[src/rtl/mlp_eval_sequencer_if.sv]
// ---------------------------------------------------------------------------
// mlp_eval_sequencer_if
//
// Purpose: bundles the signals between the evaluation sequencer, the MLP
// and the label memory.
//
// Signals:
//   mlp_rst       sequencer -> MLP        hold the MLP in reset
//   mlp_start     sequencer -> MLP        one-cycle start pulse
//   mlp_test_num  sequencer -> MLP/label  sample index (also label_mem address)
//   label_read    sequencer -> label_mem  read enable, high in the compare cycle
//   mlp_out       MLP -> sequencer        classification result
//   mlp_done      MLP -> sequencer        completion flag
//   label         label_mem -> sequencer  expected label, combinational from
//                                         mlp_test_num
//
// Handshake: mlp_start acts as a one-cycle "valid" for mlp_test_num. The MLP
// answers with mlp_done (its "ready/valid" for mlp_out), which it keeps high,
// with mlp_out stable, until the next mlp_rst. mlp_done is only honoured
// while the sequencer is waiting for it, so a level left over from the
// previous test is ignored; the MLP reset between tests clears it anyway.
// ---------------------------------------------------------------------------
interface mlp_eval_sequencer_if #(
    parameter int IDX_W = 10,
    parameter int LBL_W = 4
);
    logic             mlp_rst;
    logic             mlp_start;
    logic [IDX_W-1:0] mlp_test_num;
    logic             label_read;
    logic [LBL_W-1:0] mlp_out;
    logic             mlp_done;
    logic [LBL_W-1:0] label;

    // Sequencer side
    modport master (
        output mlp_rst,
        output mlp_start,
        output mlp_test_num,
        output label_read,
        input  mlp_out,
        input  mlp_done,
        input  label
    );

    // MLP / label memory side
    modport slave (
        input  mlp_rst,
        input  mlp_start,
        input  mlp_test_num,
        input  label_read,
        output mlp_out,
        output mlp_done,
        output label
    );
endinterface

[src/rtl/mlp_eval_sequencer.sv]
// ---------------------------------------------------------------------------
// mlp_eval_sequencer
//
// Purpose: synthesizable driver that evaluates the MLP over NUM_TESTS
// consecutive samples. Per test it resets the MLP, pulses start with the
// sample index, waits for done (or a timeout), compares the result with the
// label memory and updates the accuracy counters.
//
// Ports:
//   clk, rst      clock, synchronous active-high reset
//   go            start a run (only looked at in IDLE)
//   base_idx      first sample index of the run, latched on go
//   mlp           interface to MLP and label memory (master side)
//   busy          run in progress
//   finished      run complete, held until next go or rst
//   correct_cnt   tests where mlp_out matched the label
//   total_cnt     tests completed, timeouts included
//   timeout_cnt   tests ended by timeout
//   dbg_state     current FSM state encoding
// ---------------------------------------------------------------------------
module mlp_eval_sequencer #(
    parameter int NUM_TESTS   = 100,
    parameter int NUM_SAMPLES = 750,
    parameter int IDX_W       = 10,
    parameter int LBL_W       = 4,
    parameter int TIMEOUT     = 255,
    parameter int CNT_W       = 16
) (
    input  logic                        clk,
    input  logic                        rst,
    input  logic                        go,
    input  logic [IDX_W-1:0]            base_idx,
    mlp_eval_sequencer_if.master        mlp,
    output logic                        busy,
    output logic                        finished,
    output logic [CNT_W-1:0]            correct_cnt,
    output logic [CNT_W-1:0]            total_cnt,
    output logic [CNT_W-1:0]            timeout_cnt,
    output logic [2:0]                  dbg_state
);

    localparam int WAIT_W = $clog2(TIMEOUT + 1);

    typedef enum logic [2:0] {
        S_IDLE  = 3'd0,
        S_MRST  = 3'd1,
        S_START = 3'd2,
        S_WAIT  = 3'd3,
        S_CHECK = 3'd4,
        S_NEXT  = 3'd5,
        S_FIN   = 3'd6
    } state_e;

    state_e              state_q, state_d;
    logic [IDX_W-1:0]    test_num_q, test_num_d;
    logic [WAIT_W-1:0]   wait_q, wait_d;
    logic                timeout_q, timeout_d;
    logic                finished_q, finished_d;
    logic [CNT_W-1:0]    correct_q, correct_d;
    logic [CNT_W-1:0]    total_q, total_d;
    logic [CNT_W-1:0]    to_cnt_q, to_cnt_d;

    logic [WAIT_W-1:0]   wait_inc;
    logic                timeout_hit;
    logic                run_done;
    logic [LBL_W-1:0]    out_s;
    logic [LBL_W-1:0]    lbl_s;

    function automatic logic [CNT_W-1:0] sat_inc(input logic [CNT_W-1:0] v);
        return (&v) ? v : v + 1'b1;
    endfunction

    // The wait counter holds the number of completed WAIT cycles; the cycle
    // in which it would reach TIMEOUT is the last one spent waiting.
    assign wait_inc    = wait_q + 1'b1;
    assign timeout_hit = (wait_inc == WAIT_W'(TIMEOUT));
    assign run_done    = (total_q == CNT_W'(NUM_TESTS));
    assign out_s       = mlp.mlp_out;
    assign lbl_s       = mlp.label;

    // ---------------- state register (all flops) ----------------
    always_ff @(posedge clk) begin
        if (rst) begin
            state_q    <= S_IDLE;
            test_num_q <= '0;
            wait_q     <= '0;
            timeout_q  <= 1'b0;
            finished_q <= 1'b0;
            correct_q  <= '0;
            total_q    <= '0;
            to_cnt_q   <= '0;
        end else begin
            state_q    <= state_d;
            test_num_q <= test_num_d;
            wait_q     <= wait_d;
            timeout_q  <= timeout_d;
            finished_q <= finished_d;
            correct_q  <= correct_d;
            total_q    <= total_d;
            to_cnt_q   <= to_cnt_d;
        end
    end

    // ---------------- next-state logic ----------------
    always_comb begin
        state_d = state_q;
        case (state_q)
            S_IDLE:  if (go) state_d = S_MRST;
            S_MRST:  state_d = S_START;
            S_START: state_d = S_WAIT;
            // done has priority over the timeout; both leave to CHECK
            S_WAIT:  if (mlp.mlp_done || timeout_hit) state_d = S_CHECK;
            S_CHECK: state_d = S_NEXT;
            S_NEXT:  state_d = run_done ? S_FIN : S_MRST;
            S_FIN:   state_d = S_IDLE;
            default: state_d = S_IDLE;
        endcase
    end

    // ---------------- datapath next values ----------------
    always_comb begin
        test_num_d = test_num_q;
        wait_d     = wait_q;
        timeout_d  = timeout_q;
        finished_d = finished_q;
        correct_d  = correct_q;
        total_d    = total_q;
        to_cnt_d   = to_cnt_q;
        case (state_q)
            S_IDLE: begin
                if (go) begin
                    test_num_d = base_idx;
                    correct_d  = '0;
                    total_d    = '0;
                    to_cnt_d   = '0;
                    finished_d = 1'b0;
                end
            end
            S_START: begin
                wait_d = '0;
            end
            S_WAIT: begin
                wait_d    = wait_inc;
                // Only the value from the final WAIT cycle reaches CHECK.
                timeout_d = timeout_hit & ~mlp.mlp_done;
            end
            S_CHECK: begin
                total_d = sat_inc(total_q);
                if (timeout_q) begin
                    to_cnt_d = sat_inc(to_cnt_q);
                end else if (out_s == lbl_s) begin
                    correct_d = sat_inc(correct_q);
                end
            end
            S_NEXT: begin
                if (run_done) begin
                    finished_d = 1'b1;
                end else if (test_num_q == IDX_W'(NUM_SAMPLES - 1)) begin
                    test_num_d = '0;
                end else begin
                    test_num_d = test_num_q + 1'b1;
                end
            end
            default: ;
        endcase
    end

    // ---------------- outputs ----------------
    always_comb begin
        mlp.mlp_rst    = 1'b0;
        mlp.mlp_start  = 1'b0;
        mlp.label_read = 1'b0;
        busy           = 1'b1;
        case (state_q)
            S_IDLE:  begin mlp.mlp_rst = 1'b1; busy = 1'b0; end
            S_MRST:  mlp.mlp_rst = 1'b1;
            S_START: mlp.mlp_start = 1'b1;
            S_CHECK: mlp.label_read = 1'b1;
            S_FIN:   begin mlp.mlp_rst = 1'b1; busy = 1'b0; end
            default: ;
        endcase
    end

    assign mlp.mlp_test_num = test_num_q;
    assign finished         = finished_q;
    assign correct_cnt      = correct_q;
    assign total_cnt        = total_q;
    assign timeout_cnt      = to_cnt_q;
    assign dbg_state        = state_q;

endmodule

[src/flat_wrapper.sv]
// flat-port wrapper written by rule: the top's interface ports become plain ports
module mlp_eval_sequencer_flat 
#(
    parameter int NUM_TESTS   = 100,
    parameter int NUM_SAMPLES = 750,
    parameter int IDX_W       = 10,
    parameter int LBL_W       = 4,
    parameter int TIMEOUT     = 255,
    parameter int CNT_W       = 16
)
  (clk, rst, go, base_idx, busy, finished, correct_cnt, total_cnt, timeout_cnt, dbg_state, mlp_mlp_rst, mlp_mlp_start, mlp_mlp_test_num, mlp_label_read, mlp_mlp_out, mlp_mlp_done, mlp_label);
  mlp_eval_sequencer_if #(.IDX_W(IDX_W), .LBL_W(LBL_W)) mlp_i ();
  input  logic clk;
  input  logic rst;
  input  logic go;
  input  logic [IDX_W-1:0] base_idx;
  output logic busy;
  output logic finished;
  output logic [CNT_W-1:0] correct_cnt;
  output logic [CNT_W-1:0] total_cnt;
  output logic [CNT_W-1:0] timeout_cnt;
  output logic [2:0] dbg_state;
  output wire logic [$bits(mlp_i.mlp_rst)-1:0] mlp_mlp_rst;
  output wire logic [$bits(mlp_i.mlp_start)-1:0] mlp_mlp_start;
  output wire logic [$bits(mlp_i.mlp_test_num)-1:0] mlp_mlp_test_num;
  output wire logic [$bits(mlp_i.label_read)-1:0] mlp_label_read;
  input wire logic [$bits(mlp_i.mlp_out)-1:0] mlp_mlp_out;
  input wire logic [$bits(mlp_i.mlp_done)-1:0] mlp_mlp_done;
  input wire logic [$bits(mlp_i.label)-1:0] mlp_label;
  assign mlp_mlp_rst = mlp_i.mlp_rst;
  assign mlp_mlp_start = mlp_i.mlp_start;
  assign mlp_mlp_test_num = mlp_i.mlp_test_num;
  assign mlp_label_read = mlp_i.label_read;
  assign mlp_i.mlp_out = mlp_mlp_out;
  assign mlp_i.mlp_done = mlp_mlp_done;
  assign mlp_i.label = mlp_label;
  mlp_eval_sequencer #(.NUM_TESTS(NUM_TESTS), .NUM_SAMPLES(NUM_SAMPLES), .IDX_W(IDX_W), .LBL_W(LBL_W), .TIMEOUT(TIMEOUT), .CNT_W(CNT_W)) u_core (.clk(clk), .rst(rst), .go(go), .base_idx(base_idx), .mlp(mlp_i), .busy(busy), .finished(finished), .correct_cnt(correct_cnt), .total_cnt(total_cnt), .timeout_cnt(timeout_cnt), .dbg_state(dbg_state));
endmodule
[config.mk]
export PLATFORM = sky130hd
export DESIGN_NAME = mlp_eval_sequencer_flat
export DESIGN_NICKNAME = d
export VERILOG_FILES = /design/src/rtl/mlp_eval_sequencer_if.sv /design/src/rtl/mlp_eval_sequencer.sv /design/src/flat_wrapper.sv
export SDC_FILE = /design/constraint.sdc
export NUM_CORES = 1
export LEC_CHECK = 0
export CAP_MARGIN = 20
export CORE_ASPECT_RATIO = 0.9
export CORE_MARGIN = 2
export CORE_UTILIZATION = 46
export CTS_BUF_LIST = sky130_fd_sc_hd__clkbuf_16
export DETAILED_ROUTE_END_ITERATION = 8
export PLACE_DENSITY = 0.77
export SLEW_MARGIN = 40
export SYNTH_ARGS = -nofsm -noshare
export SYNTH_HDL_FRONTEND = slang
export SYNTH_SLANG_ARGS = --single-unit
[constraint.sdc]
create_clock -name clk -period 2 [get_ports clk]
set_input_delay 0.4 -clock clk [delete_from_list [all_inputs] [get_ports clk]]
set_output_delay 0.4 -clock clk [all_outputs]
set_load 0.005 [all_outputs]
# Yosys cells after proc, flatten, opt, wreduce, memory -nomap -nowiden
# Cells that the tools add are included.
word_totals:
  output_inout_bits: 66
  register_bits: 71
  input_bits: 22
  elab_cells: 77
classes:
  eq_ne: 20
  reduce_logical: 16
  n_bitwise: 2
  n_mux: 26
  addsub: 5
op_table:
  columns: ["cell", "n"]
  rows:
  - ["$mux 16", 7]
  - ["$pmux 16 s2", 3]
  - ["$add 16x1->16 const B", 3]
  - ["$reduce_and 16->1", 3]
  - ["$mux 10", 3]
  - ["$pmux 10 s2", 1]
  - ["$pmux 3 s6", 1]
  - ["$eq 16x7->1 const B", 1]
  - ["$pmux 8 s2", 1]
  - ["$ne 2x2->1 const B", 6]
  - ["$add 10x1->10 const B", 1]
  - ["$eq 10x10->1 const B", 1]
  - ["$eq 3x3->1 const B", 3]
  - ["$mux 3", 3]
  - ["$reduce_and 3->1", 3]
  - ["$add 8x1->8 const B", 1]
  - ["$eq 8x8->1 const B", 1]
  - ["$ne 2x1->1 const B", 4]
  - ["$eq 3x2->1 const B", 2]
  - ["$mux 1", 6]
  - ["$reduce_bool 2->1", 3]
  - ["$reduce_and 5->1", 1]
  - ["$eq 4x4->1", 1]
  - ["$reduce_and 4->1", 1]
  - ["other kinds (9)", 9]

# Logic depth before layout (Yosys ltp)
# Gate-level depths: netlist of the first run.
depth:
  depth_word: 5
  ltp_mapped: 9
  mapped_depth_nobuf: 7

# Worst setup path before layout of the first run
# OpenSTA, ideal clock, no wires.
synth_timing:
  path_kind: "register to register"
  startpoint: "reg u_core.correct_q[0], in the netlist u_core.correct_cnt[0]"
  endpoint: "reg u_core.correct_q[1], in the netlist u_core.correct_cnt[1]"
  setup_slack_ns: -0.056
  setup_ns: 0.128
  t_arrival_ns: 1.928
  synth_period_minus_slack_ns: 2.056
  n_path_buf: 3
  path_stages_with_launch: 10
  t_required_ns: 1.872
  cell_sequence: "dfxtp_1 ha_1 nand4_1 nor4_1 or3_1 clkbuf_1 buf_2 buf_2 mux2i_1 nor2_1"
synth_between:
  elab_chain_cells: 5
  elab_cells_between_ends: 8
  cone_classes: "add/sub: 1; eq/ne: 1; mux: 4; reduce/logical: 2"
synth_rtl:
  columns: ["item", "line", "source"]
  rows:
  - ["start, declared", "mlp_eval_sequencer.sv:59", "logic [CNT_W-1:0] correct_q, correct_d;"]
  - ["start signal, assigned", "mlp_eval_sequencer.sv:98", "correct_q <= correct_d;"]
  - ["$add 16x1->16", "mlp_eval_sequencer.sv:70", "return (&v) ? v : v + 1'b1;"]
  - ["$mux 16", "mlp_eval_sequencer.sv:70", null]
  - ["$mux 16", "mlp_eval_sequencer.sv:151", "end else if (out_s == lbl_s) begin"]
  - ["$mux 16", "mlp_eval_sequencer.sv:149", "if (timeout_q) begin"]
  - ["$pmux 16 s2", "mlp_eval_sequencer.sv:129", "case (state_q)"]
# Several ways; a longest one is shown, not always the timed one. The select of a mux whose other input is x is not followed.
# A chain may end at the register's enable or synchronous reset.

# Worst setup path after layout of the first run
layout_timing:
  startpoint: "reg u_core.state_q[1], in the netlist u_core.dbg_state[1]"
  endpoint: "reg u_core.correct_q[15], in the netlist u_core.correct_cnt[15]"
layout_between:
  elab_chain_cells: 3
  elab_cells_between_ends: 9
  cone_classes: "eq/ne: 5; mux: 1; reduce/logical: 3"
layout_rtl:
  columns: ["item", "line", "source"]
  rows:
  - ["start, declared", "mlp_eval_sequencer.sv:54", "state_e state_q, state_d;"]
  - ["start signal, assigned", "mlp_eval_sequencer.sv:93", "state_q <= state_d;"]
  - ["$eq 3x3->1 or $logic_not 3->1 (tied branches)", "mlp_eval_sequencer.sv:129", null]
  - ["$ne 2x2->1 (no line), or another cell as far along", null, null]
  - ["$reduce_and 5->1 (no line)", null, null]
# Several ways; a longest one is shown, not always the timed one.

==> results of run 1 <==
logic make-up (layout without fill, tap and decap cells):
| group | Yosys count | in the layout | share of synthesized area, % |
|---|---|---|---|
| adder cells (fa/ha/maj) | 8 | 8 | 2.62 |
| AO/OA/AOI/OAI | 108 | 108 | 16.9 |
| buffers and inverters | 28 | 187 | 2.92 |
| flip-flops | 71 | 71 | 37.2 |
| AND/OR/NAND/NOR | 234 | 234 | 33.7 |
| multiplexers | 1 | 1 | 0.262 |
| XOR/XNOR | 28 | 28 | 6.43 |
worst max path at each step:
stage / slack (ns) / cells past startpoint / start / endpoint
finish: -0.10 / 6 / u_core.dbg_state[1]$_SDFFE_PP0P_ / u_core.correct_cnt[15]$_SDFFE_PP0P_
detailed placement: -0.49 / 8 / mlp_label[1] / u_core.correct_cnt[4]$_SDFFE_PP0P_
global placement: -0.45 / 7 / mlp_label[1] / u_core.correct_cnt[7]$_SDFFE_PP0P_
floorplan: 0.003 / 7 / u_core.dbg_state[0]$_SDFFE_PP0P_ / u_core.correct_cnt[7]$_SDFFE_PP0P_
CTS: -0.04 / 6 / u_core.dbg_state[0]$_SDFFE_PP0P_ / u_core.correct_cnt[7]$_SDFFE_PP0P_
global route: -0.16 / 6 / u_core.dbg_state[1]$_SDFFE_PP0P_ / u_core.correct_cnt[13]$_SDFFE_PP0P_
where the power goes:
group / leakage (nW) / internal [mW] / switching, mW / total, mW
Combinational: 1.39 / 0.192 / 0.182 / 0.374
Clock: 0.140 / 0.953 / 0.599 / 1.55
Sequential: 0.575 / 1.44 / 0.0406 / 1.48
Total: 2.11 / 2.59 / 0.821 / 3.41
per-stage QoR:
step	cells	total power [mW]	setup WS [ns]	setup TNS [ns]
2_1_floorplan	478	1.67	0.00280	0
3_3_place_gp	711	1.86	-0.446	-7.57
3_5_place_dp	711	1.87	-0.491	-9.05
4_1_cts	733	3.43	-0.0413	-0.206
5_1_grt	736	3.53	-0.164	-1.33
6_report	736	3.41	-0.101	-0.426
final cells by class:
| class | instances | area (um2) | area share [%] |
|---|---|---|---|
| well taps | 99 | 124 | 2.17 |
| multi-input cells | 379 | 2380 | 41.7 |
| clock inverters | 7 | 63.8 | 1.12 |
| inverters | 6 | 22.5 | 0.395 |
| flip-flops and latches | 71 | 1430 | 25.0 |
| clock buffers | 9 | 225 | 3.95 |
| repair buffers | 165 | 1470 | 25.7 |
metal layers:
metal	track usage, %	vias up	routed length, um
met2	41.4	166	5480
met5	0	-	0
li1	-	2077	-
met4	6.85	0	126
met1	29.3	2013	4820
met3	6.19	14	738
worst reg2reg max path, stage by stage (launching register included):
cell and delay (ns):
dfxtp_4 0.36, nor3b_4 0.26, nand4_1 0.20, or3_4 0.45, buf_6 0.14, or4_1 0.51
a21oi_1 0.13
synthesized netlist by cell type, drive strengths merged, types with 4 or more instances:
cell type / number / area (um2)
ha: 8 / 100
xnor2: 15 / 131
nor2b: 4 / 25.0
nor3b: 6 / 56.3
nor2: 55 / 206
o211ai: 7 / 52.6
and4: 6 / 52.6
a21oi: 44 / 220
nand2: 38 / 143
inv: 6 / 22.5
o2111ai: 4 / 35.0
or2: 4 / 25.0
nor4b: 4 / 41.3
xor2: 13 / 114
o31ai: 8 / 60.1
a21o: 4 / 30.0
nor3: 12 / 60.1
clkbuf: 19 / 71.3
nand3: 26 / 130
and3: 8 / 50.1
nand4: 18 / 113
dfxtp: 71 / 1420
or3: 17 / 106
or4: 11 / 82.6
a211oi: 4 / 30.0
o21ai: 27 / 135
nor4: 9 / 56.3
state kept, by name, indices dropped and copies added, names as in the netlist:
register and flops:
u_core.wait_q 8, u_core.finished 1, u_core.correct_cnt 16, u_core.total_cnt 16, u_core.mlp.mlp_test_num 10, u_core.timeout_cnt 16
u_core.dbg_state 3, u_core.timeout_q 1
what timing repair did:
item | CTS | global route
pin swaps | 11 | 18
endpoints found under the setup margin | 22 | 29
buffers inserted | 4 | 2
gates cloned | 2 | 1
gates resized for setup | 24 | 20
==> flow_summary.ini, run 1 <==
[outcome]
status = complete, but fails checks
violations = negative setup slack

[cells_and_area]
num-nets-final = 662
antenna_cells = 0
postLayoutCellArea_um2 = 5710
drive_gt1_share_pct = 19.5
nFillCells = 638
area_growth_syn_to_layout_pct = 49.5
final_cell_mix = clkdlybuf4s50_1 (75), dfxtp_1 (69), buf_4 (68), nor2_1 (55), nand2_1 (38)
utilization_pct = 70.7
layout_commonest_cell = clkdlybuf4s50_1

[sta]
finalMaxSlewViolations = 0
fmax_mhz = 476
worstMarginPinSlew_ns = 0.530
fin_skew_ns = 0.00695
min_period_ns = 2.10
fin_ws_ns = -0.101
rsz0062_at_grt = true
setup_viol = 8
fin_crit_sh_pct = 105
hold_viol = 0
hold_ws_ns = 0.481
relSlewSlack_pct = 64.6

[logic_synthesis]
synth-edff-count = 0
netlist_area_um2 = 3820
synth_seq_area_share_pct = 37.2
ys_warn_count = 0
syn_area_per_cell_um2 = 7.98
synth.distinct_cells = 50
ys_seq_elements = 71
syn-num-nets = 508
async_flop_share_pct = 0
synthCells = 478
synth_ff_type = dfxtp_1

[pwr]
power.leakage_nw = 2.11
worst_ir_drop_vdd_mv = 0.458
power_density_nw_per_um2 = 597

[setup_path]
r2r-start = u_core.dbg_state[1]$_SDFFE_PP0P_
rr_worst_depth = 6
worstPathCellList = nor3b_4 -> nand4_1 -> or3_4 -> buf_6 -> or4_1 -> a21oi_1
rrSetupSlack_ns = -0.10
cp.arrival_ns = 2.37
timing.rr.end = u_core.correct_cnt[15]$_SDFFE_PP0P_
critPathKind = flop to flop
worstSetupStartpointType = flop
crit_family = simple AND/OR/NAND/NOR gates
cp_slowest_cell = or4_1
critical_path.max_fanout = 5
crit_path_end_kind = flop
cpPeakStageDelay_ns = 0.51
crit_buf_inv = 1
required_ns = 2.26

[floorplanning]
die_area_um2 = 9040
io_pins = 88
die_w_um = 100
die_y_um = 90.4
coreArea_um2 = 8070
start_util_pct = 47.3
rows = 31

[clock_tree]
htreeDepth = 3
cts_hold_buf = 0
path_clk_slew_ns = 0.06
clock_sinks = 71
cts_made_buffers = 9
clock_latency_ns = 0.33
cts.path.max_buffers = 2
cts_tree = yes
cts_root_buf = clkbuf_16

[run]
max_cap_viol_count = 0

[grt]
track_usage_pct = 24.0
antenna_found_initial = 0
grt_pass1_wl_um = 18000
grt_overflow = 0
grt_pass1_vias = 4036
grt_max_degree = 29

[placement]
gp_congestion = 0.883
place_area_um2 = 5240
port_buffers = 87
dp_hpwl_um = 7900

[routing]
wl_um = 11200
drt_iter0_markers = 229
wl_per_cell_um = 15.2
drtAntennaViolNets = 0
drt_first_pass_iters = 5
drc = 0
vias = 4270
via_per_inst = 5.80

[worst_hold_path]
min_to = u_core.timeout_q$_SDFFE_PP0P_
hold_path.class = flop to flop
hold_depth = 2
min-delay-start = u_core.timeout_q$_SDFFE_PP0P_
(Power assumes the default switching activity.)
==> run 2, diff against run 1 <==
CORE_UTILIZATION = 50   (was 46)
PLACE_DENSITY = 0.8   (was 0.77)
SKIP_LAST_GASP = 1   (was default)
clock period = 2.25 ns   (was 2 ns; I/O delays follow)
==> flow_summary.ini, run 2 (same netlist as run 1, synthesis figures left out) <==
[floorplanning]
die_y_um = 86.9
coreArea_um2 = 7470
rows = 30
io_pins = 88
die_w_um = 96.1
start_util_pct = 51.1
die_area_um2 = 8350

[worst_hold_path]
hold_path.class = flop to flop

[sta]
fin_crit_sh_pct = 98.8
worstMarginPinSlew_ns = 0.591
min_period_ns = 2.22
hold_viol = 0
relSlewSlack_pct = 60.4
finalMaxSlewViolations = 0
setup_viol = 0
fin_ws_ns = 0.0276
hold_ws_ns = 0.483
setup_tns_ns = 0
fmax_mhz = 450
fin_skew_ns = 0.00651

[cells_and_area]
seqCellArea_um2 = 1420
postLayoutCellArea_um2 = 5280
num-nets-final = 613
final_cell_mix = clkdlybuf4s50_1 (86), dfxtp_1 (71), nor2_1 (55), a21oi_1 (43), nand2_1 (38)
layout_commonest_cell = clkdlybuf4s50_1
layout.cells.non_filler = 684
multiInputGateArea_um2 = 2300
area_growth_syn_to_layout_pct = 38.3
nFillCells = 599
drive_gt1_share_pct = 9.86
antenna_cells = 0
utilization_pct = 70.7

[grt]
grt_pass1_wl_um = 17300
grt_pass1_vias = 3634
track_usage_pct = 26.2
grt_max_degree = 29
grt_overflow = 0
antenna_found_initial = 0

[placement]
place_area_um2 = 4940
dp_hpwl_um = 7280
place_inst = 668
gp_congestion = 0.801
port_buffers = 87
dp_slack_ns = -0.309

[clock_tree]
cts.path.max_buffers = 2
clock_sinks = 71
cts_root_buf = clkbuf_16
cts_made_buffers = 9
cts_hold_buf = 0
cts_tree = yes
clock_latency_ns = 0.33
htreeDepth = 3
path_clk_slew_ns = 0.06

[routing]
vias = 4051
drt_first_pass_iters = 5
drtAntennaViolNets = 0
wl_per_cell_um = 15.5
drc = 0
via_per_inst = 5.92
drt_iter0_markers = 196
wl_um = 10600

[setup_path]
critical_path.max_fanout = 12
required_ns = 2.51
crit_path_end_kind = flop
critPathKind = input pin to flop
cp_slowest_cell = clkdlybuf4s50_1
worstPathCellList = clkdlybuf4s50_1 -> xnor2_2 -> nand2b_1 -> or3_4 -> buf_4 -> buf_4 -> or3_1 -> a21oi_1
crit_family = simple AND/OR/NAND/NOR gates
worstSetupStartpointType = input pin
cpMostUsedCell = buf_4
cp.arrival_ns = 2.49
crit_buf_inv = 3
cpPeakStageDelay_ns = 0.46

[outcome]
status = finished clean

[pwr]
worst_ir_drop_vdd_mv = 0.389
power_mw = 3.13
power.leakage_nw = 1.83
power_density_nw_per_um2 = 592

[run]
max_cap_viol_count = 0
[run 2: path summary, 6_finish.rpt]
check	slack (ns)	depth (start not counted)	end	from
worst min register to register	0.48	2	u_core.finished$_SDFFE_PP0P_	u_core.finished$_SDFFE_PP0P_
worst min-delay path	0.48	2	u_core.finished$_SDFFE_PP0P_	u_core.finished$_SDFFE_PP0P_
worst max register to register	0.18	7	u_core.correct_cnt[4]$_SDFFE_PP0P_	u_core.dbg_state[0]$_SDFFE_PP0P_
worst max-delay path	0.03	8	u_core.correct_cnt[4]$_SDFFE_PP0P_	mlp_label[1]
[run 2: power breakdown]
part	switching (mW)	internal, mW
Combinational	0.156	0.154
Clock	0.545	0.962
Sequential	0.0301	1.28
Total	0.731	2.40
[run 2: worst reg2reg max path: stages, from the launching register on]
cell and delay, ns:
dfxtp_1 0.33, nor3b_4 0.26, nand4_1 0.19, or3_4 0.42, buf_4 0.18, buf_4 0.16
or3_1 0.34, a21oi_1 0.14
[run 2: layout make-up]
class	count	share of cell area, %
clock buffers	9	4.27
clock inverters	7	1.68
inverters	6	0.427
multi-input cells	379	43.7
flip-flops and latches	71	26.9
well taps	96	2.28
repair buffers	116	20.7
[run 2: timing repair]
action	4_1_cts	5_1_grt
endpoints found under the setup margin	5	8
buffers inserted	0	0
resized for setup	2	5
pin swaps	0	2
[run 2: layer usage]
layer | vias to the layer above | GRT usage (%) | wire (um)
met2 | 128 | 43.5 | 5360
met3 | 11 | 6.06 | 552
met5 | - | 0 | 0
met4 | 0 | 7.14 | 93
li1 | 1977 | - | -
met1 | 1935 | 34.2 | 4600
